===== config.mk =====
export PLATFORM = sky130hd
export DESIGN_NAME = health_ctrl
export DESIGN_NICKNAME = d
export VERILOG_FILES = /design/src/rtl/health_ctrl.sv
export SDC_FILE = /design/constraint.sdc
export NUM_CORES = 1
export LEC_CHECK = 0
export CORE_ASPECT_RATIO = 1.4
export CORE_MARGIN = 5
export CORE_UTILIZATION = 39
export CTS_BUF_LIST = sky130_fd_sc_hd__clkbuf_4
export CTS_CLUSTER_SIZE = 12
export DETAILED_ROUTE_END_ITERATION = 10
export PLACE_DENSITY = 0.7
export SLEW_MARGIN = 5
export SYNTH_ARGS = -nofsm -noshare
export SYNTH_HDL_FRONTEND = slang
export SYNTH_SLANG_ARGS = --single-unit

===== constraint.sdc =====
create_clock -name Clk -period 7.7 [get_ports Clk]
set_clock_uncertainty 0.1 [all_clocks]
set_input_delay 0.77 -clock Clk [delete_from_list [all_inputs] [get_ports Clk]]
set_output_delay 0.77 -clock Clk [all_outputs]
set_load 0.005 [all_outputs]

===== src/rtl/health_ctrl.sv =====
// health_ctrl: per-player health FSM with damage, heals, post-hit invulnerability and a blinking top box.
module health_ctrl #(
   parameter int MAX_HEALTH    = 5,
   parameter int INVULN_FRAMES = 30
) (
   input  logic       Clk,
   input  logic       Reset,
   input  logic       frame_clk,
   input  logic       round_start,
   input  logic       hit,
   input  logic [1:0] hit_dmg,
   input  logic       heal,
   output logic [2:0] health_count,
   output logic [4:0] health_mask,
   output logic       invuln,
   output logic       dead
);
   typedef enum logic [1:0] {ALIVE, INVULN, DEAD} state_t;
   localparam logic [2:0] MAXH = 3'(MAX_HEALTH);
   localparam logic [4:0] FULL = 5'((6'd1 << MAXH) - 6'd1);
   state_t     state, state_n;
   logic       sync1, sync2, sync3, tick;
   logic [2:0] health_n, blink_cnt, blink_n, healed;
   logic [7:0] inv_timer, timer_n;
   logic [3:0] diff;
   logic [4:0] therm, mask_n;
   assign tick   = sync2 & ~sync3;
   assign diff   = {1'b0, health_count} - {2'b0, hit_dmg};
   assign healed = health_count >= MAXH ? MAXH : health_count + 3'd1;
   always_comb begin
      state_n  = state;
      health_n = health_count;
      timer_n  = inv_timer;
      blink_n  = tick ? blink_cnt + 3'd1 : blink_cnt;
      if (round_start) begin
         state_n  = ALIVE;
         health_n = MAXH;
         timer_n  = 8'd0;
         blink_n  = 3'd0;
      end else if (state == ALIVE) begin
         if (hit) begin
            // a zero or lethal hit never wraps: the 4-bit difference exposes underflow
            if (hit_dmg != 2'd0 && (diff[3] || diff == 4'd0)) begin
               health_n = 3'd0;
               state_n  = DEAD;
            end else if (hit_dmg != 2'd0) begin
               health_n = diff[2:0];
               state_n  = INVULN;
               timer_n  = 8'(INVULN_FRAMES);
               blink_n  = 3'd0;
            end
         end else if (heal) begin
            health_n = healed;
         end
      end else if (state == INVULN) begin
         if (tick) begin
            timer_n = inv_timer - 8'd1;
            state_n = inv_timer == 8'd1 ? ALIVE : INVULN;
         end
         if (heal) health_n = healed;
      end
      therm  = 5'((6'd1 << health_n) - 6'd1);
      mask_n = (state_n == INVULN && blink_n[2]) ? therm & ~(5'd1 << (health_n - 3'd1)) : therm;
   end
   always_ff @(posedge Clk) begin
      if (Reset) begin
         {sync1, sync2, sync3} <= 3'b000;
         state        <= ALIVE;
         health_count <= MAXH;
         inv_timer    <= 8'd0;
         blink_cnt    <= 3'd0;
         health_mask  <= FULL;
         invuln       <= 1'b0;
         dead         <= 1'b0;
      end else begin
         {sync1, sync2, sync3} <= {frame_clk, sync1, sync2};
         state        <= state_n;
         health_count <= health_n;
         inv_timer    <= timer_n;
         blink_cnt    <= blink_n;
         health_mask  <= mask_n;
         invuln       <= state_n == INVULN;
         dead         <= state_n == DEAD;
      end
   end
endmodule


==> impl_metrics.ini <==
[clock_tree]
ctsResizeCount = 0
clock_sinks = 26
max-clock-path-buffers = 2
cts_root_buffer = clkbuf_4
hold_buffers = 0
cts_tree = built
htreeDepth = 1
insertion_delay_ns = 0.33
postCtsSetupRepairBufs = 0
numCtsBuffers = 3
clk_pin_slew_ns = 0.15

[die]
fp.dieArea_um2 = 5280
die_h_um = 84.0
rows = 27
core-area_um2 = 3850
die_w_um = 62.9
start_util_pct = 39.6
pin_count = 18

[drt]
vias_per_cell = 5.36
vias = 1207
drt_iter0_drc = 29
avgRoutedWirePerCell_um = 13.2
routed_wl_um = 2980
ant_nets = 0
first_pass_iters = 4
drc = 0

[placement]
numPortBuffers = 17
pre_cts_ws_ns = 3.66
routabilityCongestion = 0.881
hpwl_um = 2300

[logic_synthesis]
synth_most_common_cell = dfxtp_1
ys_types = 49
synth_edf_count = 0
yosys_warnings = 0
netlist_area_um2 = 1530
synth_top_area_share_pct = 34.1
synth_nets = 186
synthCells = 168
synth_area_per_cell_um2 = 9.09
synth-seq-cells = 26
synth_common_cells = 26 x dfxtp_1, 20 x nor2_1, 11 x a21oi_1, 11 x inv_1, 10 x nand2_1
synth-seq-area-share_pct = 34.1
yosys-top-cells-area = dfxtp_1 34%, ha_1 7.4%, nor2_1 4.9%
yosys.area.top_type = dfxtp_1
async_flop_share_pct = 0
synthFlopType = dfxtp_1

[status]
status = finished, final reports clean

[sta]
relSlewSlack_pct = 62.4
fin_crit_ns = 3.66
clock.fmax_mhz = 273
layout_setup_ws_ns = 4.04
setup_viol = 0
hold_viol = 0
rsz0062_at_grt = false
tightest_slew_ns = 0.564
drv_slew = 0
setup-tns-final_ns = 0
fin_crit_sh_pct = 47.6

[layout]
seqCellArea_um2 = 520
fin_nets = 201
drive_above_1_share_pct = 8.24
fillers = 413
multiInputGateArea_um2 = 922
antennaDiodeCount = 0
synthToLayoutAreaGrowth_pct = 15.3
utilization_pct = 45.7

[grt]
grt_first_pass_wirelength_um = 5400
grt_pass1_vias = 1245
met2_usage_pct = 20.7
busiest_layer = met2
grt_use_total_pct = 12.3
antenna_found_initial = 0
use_met3_pct = 2.29
met1_usage_pct = 14.5
grt_max_degree = 16
grt_overflow_total = 0

[setup_path]
cp.arrival_ns = 3.80
r2r_slack_ns = 4.26
path_buf_inv = 1
cp_top_family = adder cells
path_depth = 11
setup.worst_path.start_class = input port
cp_cell_sequence = clkdlybuf4s50_1 > ha_1 > fa_1 > a211o_1 > a2111oi_4 > nor3_2 > ha_1 > nor4b_1 > nand2_1 > nor2_1 > o21ai_0
critPathMaxFanout = 4
required_ns = 7.83
end_kind = register
r2r.worst_path.cells = 11
criticalPathCategory = in -> reg
crit_slowest_cell = fa_1
cpMostUsedCell = ha_1
max_stage_delay_ns = 0.46

[power_and_ir_drop]
p_per_area_nw_per_um2 = 178
peakVddDrop_mv = 0.102
p_leak_nw = 0.663

[job]
maxCapViolCount = 0

[hold_path]
min_path_cells = 1
hp-class = reg -> reg
## placed cells by master (no fill, tap or decap), types with 2 or more instances in the layout
| cell type | netlist | layout |
|---|---|---|
| inv_1 | 11 | 11 |
| a211oi_1 | 4 | 4 |
| nor4b_1 | 5 | 5 |
| clkbuf_4 | 0 | 3 |
| nor2_1 | 20 | 20 |
| nand3b_1 | 2 | 2 |
| xnor2_1 | 7 | 7 |
| nand2_1 | 10 | 10 |
| a211o_1 | 2 | 2 |
| clkdlybuf4s50_1 | 0 | 17 |
| nor2b_1 | 7 | 7 |
| nand3_1 | 3 | 3 |
| ha_1 | 9 | 9 |
| nor3_1 | 2 | 2 |
| and3_1 | 2 | 2 |
| a21oi_1 | 11 | 11 |
| nor4_1 | 3 | 3 |
| or2_2 | 2 | 2 |
| mux2i_1 | 2 | 2 |
| nand2b_1 | 2 | 2 |
| dfxtp_1 | 26 | 26 |
| a2111oi_2 | 2 | 2 |
| o31ai_1 | 2 | 2 |
| a21o_1 | 2 | 2 |
| xor2_1 | 2 | 2 |
## power breakdown
group          internal (mW)  switching [mW]
sequential             0.141         0.00658
clock                 0.0527          0.0433
combinational         0.0346          0.0349
## routing by layer
layer | wire length [µm] | vias up
met3 | 97 | 5
met1 | 1380 | 555
met5 | 0 | -
met4 | 70 | 0
met2 | 1430 | 17
li1 | - | 630
## worst reg2reg max path, stage by stage (launching register included)
cell and delay [ns]:
dfxtp_1 0.57, inv_1 0.09, ha_1 0.21, fa_1 0.46
a211o_1 0.29, a2111oi_4 0.44, nor3_2 0.12, ha_1 0.32
nor4b_1 0.42, nand2_1 0.13, nor2_1 0.11, o21ai_0 0.07
## stage by stage
stage | power (mW) | area [µm²] | hold slack, ns | cells
2_1_floorplan | 0.201 | 1530 | 0.314 | 168
3_3_place_gp | 0.219 | 1710 | 0.319 | 221
3_5_place_dp | 0.220 | 1710 | 0.330 | 221
4_1_cts | 0.317 | 1760 | 0.356 | 225
5_1_grt | 0.331 | 1760 | 0.370 | 225
6_report | 0.313 | 1760 | 0.352 | 225
## final cells by class
class	count	area share [%]
inverter	11	2.35
multi-input combinational	124	52.4
tap	43	3.06
clock inverter	1	1.71
clock buffer	3	1.28
timing repair buffer	17	9.67
sequential	26	29.6
## logic make-up after synthesis
group	after synthesis	synth area share [%]
AO/OA/AOI/OAI	35	18.9
XOR/XNOR	9	5.16
adder cells (fa/ha/maj)	10	8.69
buffers and inverters	18	5.49
flip-flops	26	34.1
multiplexers	4	3.03
AND/OR/NAND/NOR	66	24.6
## worst paths after layout
kind / from / endpoint
worst max register to register: health_count[0] / health_mask[1]
worst max-delay path: hit_dmg[0] / health_mask[1]
worst min-delay path: sync1 / sync2
worst min register to register: sync1 / sync2
## sequential cells by signal (all words and copies together) (netlist names)
name / count
sync2: 1
invuln: 1
inv_timer: 8
sync1: 1
sync3: 1
health_mask: 5
health_count: 3
dead: 1
state: 2
blink_cnt: 3
Power figures use the tool's default switching activity.
